**src/rtl/mac_pkg.sv**
```systemverilog
// Shared definitions for the MAC accumulation stage: default widths,
// derived chunk count, chunk-counter width and the FSM state encoding.
package mac_pkg;

    localparam int PROD_W_DEF  = 512;
    localparam int ACC_W_DEF   = 576;
    localparam int CHUNK_W_DEF = 64;
    localparam int NCHUNK_DEF  = ACC_W_DEF / CHUNK_W_DEF;

    // Counter width for n chunks; never narrower than one bit.
    function automatic int cnt_w(input int n);
        return (n > 1) ? $clog2(n) : 1;
    endfunction

    localparam int CNT_W_DEF = cnt_w(NCHUNK_DEF);

    typedef enum logic [1:0] {
        IDLE,
        ADD,
        DONE
    } mac_state_t;

endpackage

```
**src/rtl/mac_chunk_add.sv**
```systemverilog
// One CHUNK_W-bit slice adder with carry in/out. A single instance is
// time-shared across all accumulator slices by the top level.
module mac_chunk_add #(
    parameter int W = 64
) (
    input  logic [W-1:0] i_a,
    input  logic [W-1:0] i_b,
    input  logic         i_cin,
    output logic [W-1:0] o_sum,
    output logic         o_cout
);

    logic [W:0] w_full;

    // Widen to W+1 so the carry-out falls out of the same add.
    assign w_full = {1'b0, i_a} + {1'b0, i_b} + {{W{1'b0}}, i_cin};
    assign o_sum  = w_full[W-1:0];
    assign o_cout = w_full[W];

endmodule

```
**src/rtl/mac_accumulator.sv**
```systemverilog
// Serialised wide accumulator: each accepted product is added into the
// guard-bit accumulator one CHUNK_W slice per cycle, so no full-width
// carry chain exists. Optional build macro MAC_ACC_SAT_EN makes the sum
// saturate to all-ones on overflow instead of wrapping.
// ACC_W must be a multiple of CHUNK_W and at least PROD_W.
module mac_accumulator
    import mac_pkg::*;
#(
    parameter int PROD_W  = PROD_W_DEF,
    parameter int ACC_W   = ACC_W_DEF,
    parameter int CHUNK_W = CHUNK_W_DEF
) (
    input  logic              clk,
    input  logic              rst_n,
    input  logic              prod_valid,
    output logic              prod_ready,
    input  logic [PROD_W-1:0] prod_data,
    input  logic              acc_clr,
    output logic [ACC_W-1:0]  acc_out,
    output logic              acc_valid,
    output logic              acc_ovf
);

    localparam int               NCHUNK = ACC_W / CHUNK_W;
    localparam int               CNT_W  = cnt_w(NCHUNK);
    localparam logic [CNT_W-1:0] LAST_K = CNT_W'(NCHUNK - 1);

    mac_state_t         r_state;
    logic [CNT_W-1:0]   r_k;
    logic               r_carry;
    logic [ACC_W-1:0]   r_op;
    logic [ACC_W-1:0]   r_acc;
    logic               r_ovf;
    logic               r_valid;

    logic [CHUNK_W-1:0] w_acc_sl;
    logic [CHUNK_W-1:0] w_op_sl;
    logic [CHUNK_W-1:0] w_sum;
    logic               w_cout;

    // Slice mux: the shared adder always works on chunk r_k.
    assign w_acc_sl = r_acc[r_k*CHUNK_W +: CHUNK_W];
    assign w_op_sl  = r_op[r_k*CHUNK_W +: CHUNK_W];

    mac_chunk_add #(.W(CHUNK_W)) u_add (
        .i_a    (w_acc_sl),
        .i_b    (w_op_sl),
        .i_cin  (r_carry),
        .o_sum  (w_sum),
        .o_cout (w_cout)
    );

    assign prod_ready = (r_state == IDLE);
    assign acc_out    = r_acc;
    assign acc_valid  = r_valid;
    assign acc_ovf    = r_ovf;

    // FSM plus all datapath registers. The final carry is folded into the
    // overflow flag on the edge entering DONE so acc_ovf and acc_valid
    // change together.
    always_ff @(posedge clk or negedge rst_n) begin
        if (!rst_n) begin
            r_state <= IDLE;
            r_k     <= '0;
            r_carry <= 1'b0;
            r_op    <= '0;
            r_acc   <= '0;
            r_ovf   <= 1'b0;
            r_valid <= 1'b0;
        end else begin
            r_valid <= 1'b0;
            case (r_state)
                IDLE: begin
                    // A clear with a handshake makes zero the base of the add.
                    if (acc_clr) begin
                        r_acc <= '0;
                        r_ovf <= 1'b0;
                    end
                    if (prod_valid) begin
                        r_op    <= ACC_W'(prod_data);
                        r_k     <= '0;
                        r_carry <= 1'b0;
                        r_state <= ADD;
                    end
                end
                ADD: begin
                    for (int i = 0; i < NCHUNK; i++) begin
                        if (r_k == CNT_W'(i)) r_acc[i*CHUNK_W +: CHUNK_W] <= w_sum;
                    end
                    r_carry <= w_cout;
                    r_k     <= r_k + CNT_W'(1);
                    if (r_k == LAST_K) begin
                        r_state <= DONE;
                        r_valid <= 1'b1;
                        r_ovf   <= r_ovf | w_cout;
`ifdef MAC_ACC_SAT_EN
                        // Overrides the top-slice write above.
                        if (w_cout) r_acc <= '1;
`endif
                    end
                end
                DONE: begin
                    r_state <= IDLE;
                end
                default: begin
                    r_state <= IDLE;
                end
            endcase
        end
    end

endmodule

```
**config.mk**
```make
export PLATFORM = sky130hd
export DESIGN_NAME = mac_accumulator
export DESIGN_NICKNAME = d
export VERILOG_FILES = /design/src/rtl/mac_pkg.sv /design/src/rtl/mac_chunk_add.sv /design/src/rtl/mac_accumulator.sv
export SDC_FILE = /design/constraint.sdc
export NUM_CORES = 2
export LEC_CHECK = 0
export CAP_MARGIN = 20
export CORE_AREA = 2 2 425 427
export DETAILED_ROUTE_END_ITERATION = 7
export DIE_AREA = 0 0 427 429
export GPL_TIMING_DRIVEN = 0
export PLACE_DENSITY = 0.52
export SLEW_MARGIN = 0
export SYNTH_ARGS = -nofsm -noshare
export SYNTH_HDL_FRONTEND = slang
export SYNTH_SLANG_ARGS = --single-unit
```
**constraint.sdc**
```tcl
create_clock -name clk -period 6.8 [get_ports clk]
set_input_delay 0.68 -clock clk [delete_from_list [all_inputs] [get_ports clk]]
set_output_delay 0.68 -clock clk [all_outputs]
set_load 0.1 [all_outputs]
```
Word-level counts from Yosys, hierarchy flattened
Cells that the tools add are included.
{"block": "word_totals", "elab_cells": 79, "regBits": 1097, "output_inout_bits": 579, "in_bits": 516}
{"block": "op_classes", "muxes": 23, "addsub": 3, "bitwise_logic": 1, "shifts": 2, "eq_ne": 20, "n_reduce_logical": 15}
{"cell": "$pmux 576 s2", "count": 1}
{"cell": "$shiftx 576x11->64", "count": 2}
{"cell": "$mux 576", "count": 1}
{"cell": "$mux 64", "count": 9}
{"cell": "$add 64x64->65", "count": 1}
{"cell": "$add 65x1->65", "count": 1}
{"cell": "$reduce_and 3->1", "count": 9}
{"cell": "$ne 2x2->1 const B", "count": 10}
{"cell": "$eq 4x3->1 const B", "count": 4}
{"cell": "$eq 4x2->1 const B", "count": 2}
{"cell": "$pmux 4 s2", "count": 1}
{"cell": "$reduce_and 2->1", "count": 3}
{"cell": "$mux 1", "count": 5}
{"cell": "$add 4x1->4 const B", "count": 1}
{"cell": "$eq 4x1->1 const B", "count": 1}
{"cell": "$eq 4x4->1 const B", "count": 1}
{"cell": "$logic_not 4->1", "count": 1}
{"cell": "$mux 2", "count": 2}
{"cell": "$mux 4", "count": 1}
{"cell": "$pmux 1 s2", "count": 2}
{"cell": "$pmux 2 s2", "count": 1}
{"cell": "$eq 2x1->1 const B", "count": 1}
{"cell": "$logic_not 2->1", "count": 1}
{"cell": "$ne 2x1->1 const B", "count": 1}
{"cell": "other kinds (2)", "count": 2}

Depth between registers and ports, before layout
{"block": "logic_depth", "depth_word": 6, "depth_mapped": 20, "mapped_depth_nobuf": 16}

Hierarchy
Synthesis repeated with hierarchy kept, for this count alone.
{"block": "hier_totals", "hier_cells": 5672, "hier_area_um2": 53025.9}
{"mod": "mac_accumulator", "instances": 1, "area_each_um2": 49200.9, "seq_area_each_um2": 27451.3, "cells_per_inst": 5105}
{"mod": "mac_chunk_add", "instances": 1, "area_each_um2": 3824.9, "seq_area_each_um2": 0.0, "cells_per_inst": 567}

Worst setup path after synthesis
No wires, ideal clock.
{"block": "synth_path", "path_kind": "reg-to-reg", "from": "register r_k[0]", "to": "register r_acc[247] (netlist: acc_out[247])", "slack_ns": 2.161, "period_less_slack_ns": 4.639, "t_arrival_ns": 4.508, "path_buffers": 3, "path_stages_with_launch": 17, "setup_ns": 0.131, "path_cell_list": "dfrtp_1 clkbuf_1 buf_2 buf_1 mux4_2 mux2i_1 nor2_1 ha_1 and2_4 a21o_1 a221oi_2 o21ai_2 a221oi_4 o21ai_4 a21boi_4 mux2i_4 o21ai_1"}
{"block": "synth_between", "elab_chain_len": 5}
{"element": "start, declared", "line": "mac_accumulator.sv:29", "text": "logic [CNT_W-1:0] r_k;"}
{"element": "start signal, assigned", "line": "mac_accumulator.sv:91", "text": "r_k <= r_k + CNT_W'(1);"}
{"element": "$shiftx 576x11->64 (on tied branches)", "line": "mac_accumulator.sv:42, mac_accumulator.sv:43"}
{"element": "$add 64x64->65", "line": "mac_chunk_add.sv:16", "text": "assign w_full = {1'b0, i_a} + {1'b0, i_b} + {{W{1'b0}}, i_cin};"}
{"element": "$add 65x1->65", "line": "mac_chunk_add.sv:16"}
{"element": "$mux 64", "line": "mac_accumulator.sv:88", "text": "if (r_k == CNT_W'(i)) r_acc[i*CHUNK_W +: CHUNK_W] <= w_sum;"}
{"element": "$pmux 576 s2", "line": "mac_accumulator.sv:72", "text": "case (r_state)"}
{"element": "end signal, assigned by index", "line": "mac_accumulator.sv:88"}
{"element": "end, declared", "line": "mac_accumulator.sv:32", "text": "logic [ACC_W-1:0] r_acc;"}
Parallel ways exist; a longest one is shown, timed or not. The select of a mux whose other input is x is not followed.
A chain may end at the register's enable or synchronous reset.

Worst setup path in the final report
{"block": "layout_path", "from": "register r_k[3]", "to": "register r_acc[570] (netlist: acc_out[570])"}
The elaborated chain is that of the path after synthesis.

==> flow_summary.toml <==
[outcome]
status = "complete, no violations"

[cells_and_area]
fill_cells = 17800
multi_input_area_um2 = 24000
final_nets = 7423
final_common_cell = "nand2_1"
final_cell_mix = "nand2_1 (2131), dfrtp_1 (1097), clkdlybuf4s50_1 (1093)"
drive_gt1_share_pct = 8.41
ff_latch_area_um2 = 27500
area_delta_synth_final_pct = 37.5

[placed_design]
place.gp.congestion = 0.974
io_buffers = 1094
place_ws_ns = -1.27
dp_hpwl_um = 226000

[detailed_routing]
postRouteAntennaNets = 0
wl_um = 283000
drc = 0
wl_per_cell_um = 30.4
drt_iter0_markers = 4546
vias_per_cell = 5.30
vias = 49300
drt_pass1_iterations = 6

[setup_path]
slowest_stage = "clkbuf_1"
worstPathCellList = "clkbuf_1 -> buf_8 -> clkdlybuf4s18_2 -> buf_8 -> nor2_1 -> buf_6 -> clkbuf_1 -> a22o_1 -> ha_1 -> clkbuf_1 -> a21oi_1 -> o21ai_0 -> a21oi_1 -> o21bai_1 -> nor4_1 -> o311ai_1 -> and3b_1 -> buf_2 -> o21a_1 -> o31ai_1"
cp_max_fo = 14
cpPeakStageDelay_ns = 0.67
worst-path-buf-inv = 8
worstSetupStartpointType = "flop"
critical_path_arrival_ns = 7.31
path_common_cell = "clkbuf_1"
cp_top_family = "buffers and inverters"
crit_type = "reg2reg"
crit_required_ns = 7.47
end_kind = "flop"

[cts]
numCtsBuffers = 131
worstSkewPairLatency_ns = 0.78
cts_tree = "done"
root_buffer = "clkbuf_16"
htree_levels = 4
clk_pin_slew_worst_paths_ns = 0.06
clock_sinks = 1097
cts.path.max_buffers = 3

[global_routing]
grt_max_degree = 171
grt_antenna_before_repair = 42
track_usage_pct = 30.3
grt_pass1_vias = 49900
grt_overflow = 0
grt_pass1_wl_um = 391000

[timing]
setup_slack_ns = 0.159
finalCriticalPeriod_ns = 6.64
max_freq_mhz = 151
rsz0062_at_grt = "no"
setup_viol = 0
slew_viol_final = 0
hold_violations = 0
timing.final.crit_share_pct = 97.7
maxSlewHeadroom_pct = 17.4
clock-skew-final_ns = 0.0320
worst_pin_slew_ns = 1.23

[synth]
synth_nets = 6115
synth_area_per_cell_um2 = 9.57
yosys_warnings = 0
synthCells = 5530
netlist_area_um2 = 52900
ys_ff_latch = 1097
ys_seq_area_share_pct = 51.9
synth_edf_count = 0
synth_cell_type_count = 70
ys_dominant_reg_cell = "dfrtp_1"
synthArstFlopShare_pct = 100

[job]
cap_violations = 0

[floorplan]
die_x_um = 427
die_area_um2 = 183000
core_area_um2 = 178000
die_y_um = 429
io-pin-count = 1095
initial_utilization_pct = 29.7
num_rows = 155

[worst_hold_path]
hold_path_class = "in2async"
per-stage QoR:
stage                     utilization (%)  area (um2)  TNS (ns)  hold slack, ns  instances
final                                40.9       72800         0           0.424       9295
after CTS                            40.8       72600         0           0.350       9277
after detailed placement             38.3       68200   -188.05           0.458       9052
after floorplan                         -       52900         0           0.384       5530
after global routing                 40.9       72800         0           0.400       9292
after global placement               37.5       66800         -           0.452       8979
cells in the mapped netlist, drive strengths merged (12+ instances only):
library cell | n | area share (%)
o21ai | 472 | 4.5
nand2 | 2132 | 15
o22ai | 64 | 0.76
a21oi | 162 | 1.6
mux2i | 215 | 4.1
a21o | 25 | 0.35
ha | 67 | 1.6
a22o | 152 | 2.5
dfrtp | 1097 | 52
nand2b | 18 | 0.21
nor2 | 210 | 1.5
nand3 | 22 | 0.21
nor3 | 16 | 0.15
xnor2 | 29 | 0.71
o211ai | 12 | 0.17
xor2 | 23 | 0.42
nand4 | 25 | 0.30
buf | 69 | 0.57
clkbuf | 322 | 2.3
o21bai | 15 | 0.21
mux4 | 191 | 8.1
o31ai | 74 | 1.0
inv | 24 | 0.17
a31oi | 14 | 0.17
routing by layer:
metal,global-route usage (%),wire (um),up-vias
met3,5.87,18800,533
li1,-,-,21500
met1,37.9,112000,25000
met2,49.8,135000,2171
met4,15.0,16200,44
met5,0,287,-
final cells by class:
cell class | instances | area share (%)
sequential | 1097 | 37.7
clock buffer | 183 | 5.10
multi-input combinational | 4018 | 33.0
antenna | 11 | 0.0378
buffer | 388 | 2.19
inverter | 24 | 0.124
clock inverter | 41 | 0.683
tap | 2355 | 4.05
timing repair buffer | 1178 | 17.1
kinds of logic (layout without fill, tap and decap cells):
family | Yosys count | after routing | share of synthesized area, %
muxes | 408 | 408 | 12.3
adders and majority gates | 69 | 69 | 1.66
buffers and inverters | 415 | 1814 | 3.03
other | 0 | 11 | 0
AOI/OAI and AO/OA | 1028 | 1028 | 12.0
and+or+nand+nor | 2461 | 2461 | 18.0
xor gates and xnor gates | 52 | 52 | 1.13
DFF | 1097 | 1097 | 51.9
sequential cells by signal (all words and copies together), names as in the netlist:
name / flops
r_carry: 1
r_k: 4
r_state: 2
acc_out: 576
acc_valid: 1
r_op: 512
acc_ovf: 1
what timing repair did:
action | CTS | global route
resized for setup | 39 | 28
pin swaps | 2 | 1
buffers inserted | 3 | 3
setup endpoints to repair | 364 | 133
hold buffers | 1 | 0
endpoints found under the hold margin | 51 | 0
final timing paths:
path | start | cells past startpoint | to | slack [ns]
worst max-delay path | r_k[3]$_DFFE_PN0P_ | 20 | acc_out[570]$_DFFE_PN0P_ | 0.16
worst min-delay path | rst_n | 2 | r_op[102]$_DFFE_PN0P_ | 0.42
worst max register to register | r_k[3]$_DFFE_PN0P_ | 20 | acc_out[570]$_DFFE_PN0P_ | 0.16
worst min register to register | r_op[243]$_DFFE_PN0P_ | 2 | r_op[243]$_DFFE_PN0P_ | 0.47
max in group asynchronous | rst_n | 6 | acc_out[537]$_DFFE_PN0P_ | 3.21
min in group clk | prod_data[404] | 3 | r_op[404]$_DFFE_PN0P_ | 0.43
Power is left out: the tool's default activity adds up to more than one toggle a clock period on the data nets, which glitch-free logic cannot reach.
==> patch: new RTL, config.mk and constraints unchanged <==
The package constant `CHUNK_W_DEF` goes from 64 to 128.
--- a/src/rtl/mac_pkg.sv
+++ b/src/rtl/mac_pkg.sv
@@ -4,7 +4,7 @@
 
     localparam int PROD_W_DEF  = 512;
     localparam int ACC_W_DEF   = 576;
-    localparam int CHUNK_W_DEF = 64;
+    localparam int CHUNK_W_DEF = 128;
     localparam int NCHUNK_DEF  = ACC_W_DEF / CHUNK_W_DEF;
 
     // Counter width for n chunks; never narrower than one bit.
Check against the original RTL: not settled (the Yosys comparison gave no result); the edit may change what the design does.
==> patch against the original RTL <==
  * Final area up 0.87%
  * Routed wire length rose by 1.7%
  * Worst setup slack lost 18 ps
  * Sequential share of layout area is 2.6 points lower
  * Area after synthesis is 1.7% higher
  * Clock skew increased by 11 ps
  * Non-clock buffer count increased by 11
  * Sequential cell count fell by 66
Power is left out: the tool's default activity adds up to more than one toggle a clock period on the data nets, which glitch-free logic cannot reach.
==> patch: results (changes against the original RTL) <==
metric	value	unit	change
cts_sinks	1031		-6.0%
nNonClkBuffers	1577		+0.70%
synth.avg_cell_area	9.40	um2	-1.7%
whs	388	ps	-36.2 ps
comb.multi_input.count	4248		+5.7%
vias_per_cell	5.39		+1.8%
synth_common_cells	nand2_1, dfrtp_1, clkbuf_1		
areaGrowthSynthToFinish	36.4	%	
finClkSkew	43.2	ps	+11.2 ps
clock_tree_area_fraction	0.0533		-0.00459
crit_family	compound AO/OA/AOI/OAI gates		
synth.top_cells.by_area	dfrtp_1, nand2_1, mux4_2		
dpl.hpwl	230000	um	+1.8%
cpPeakStageDelay	650	ps	-20 ps
regArea	0.0258	mm2	-6.0%
relSlewSlack	0.181		+0.00663
worstPathArrival	7290	ps	-20 ps
crit_path_end	acc_out[509]		
dr_wl_met3	21300	um	+13%
reg2reg_slack	140	ps	-20 ps
routedWlPerCell	30.3	um	-0.36%
htree_levels	3		-1
rr_worst_depth	17		-15%
synth_fa_ha_area_frac	0.0312		+0.0146
ys_types	78		+11%
final_nets	7683		+3.5%
detailroute.wirelength.met2	138000	um	+2.0%
slowest_stage	o21ai_1		
status	complete, no violations		
n_antenna_cell	9		-2
antenna_found_initial	18		-57%
drt-met1-wl	115000	um	+2.1%
startpoint	r_k[1]		
grt_pass1_vias	50460		+1.1%
clk_latency	820	ps	+40 ps
synth_mux_area_frac	0.108		-0.0144
bufAreaShareNonClock	0.195		+0.00263
clkbuf_count	175		-4.4%
track_usage	0.308		+0.00492
multiInputGateArea	0.0262	mm2	+8.9%
synth_xor_area_frac	0.0200		+0.00869
routed_wl	288000	um	+1.7%
## patch: changes by cell type after synthesis, sizes merged, moves of 64 or more
cell / unedited run / this run
mux2i: 215 / 6
o31ai: 74 / 261
o21ai: 472 / 291
a22o: 152 / 70
nand2: 2132 / 2214
dfrtp: 1097 / 1031
mux4: 191 / 256
ha: 67 / 131
nor2: 210 / 146
## patch: repair_timing
action	in CTS	in global routing
pin swaps	0	0
setup buffers	0	0
resized for setup	26	36
hold buffers	1	0
cloned	0	0
hold endpoints to repair	111	0
setup endpoints to repair	234	63
## patch: per-layer routing
layer | vias to the layer above | GRT usage
met3 | 416 | 0.0632
met2 | 2311 | 0.507
met1 | 26147 | 0.392
met4 | 4 | 0.128
li1 | 22298 | -
met5 | - | 0
## patch: cells by family after synthesis
kind of cell               count (synthesis)
AOI/OAI and AO/OA                       1083
xor gates and xnor gates                 122
adders and majority gates                133
buffers and inverters                    506
DFF                                     1031
muxes                                    262
other                                      1
and+or+nand+nor                         2584
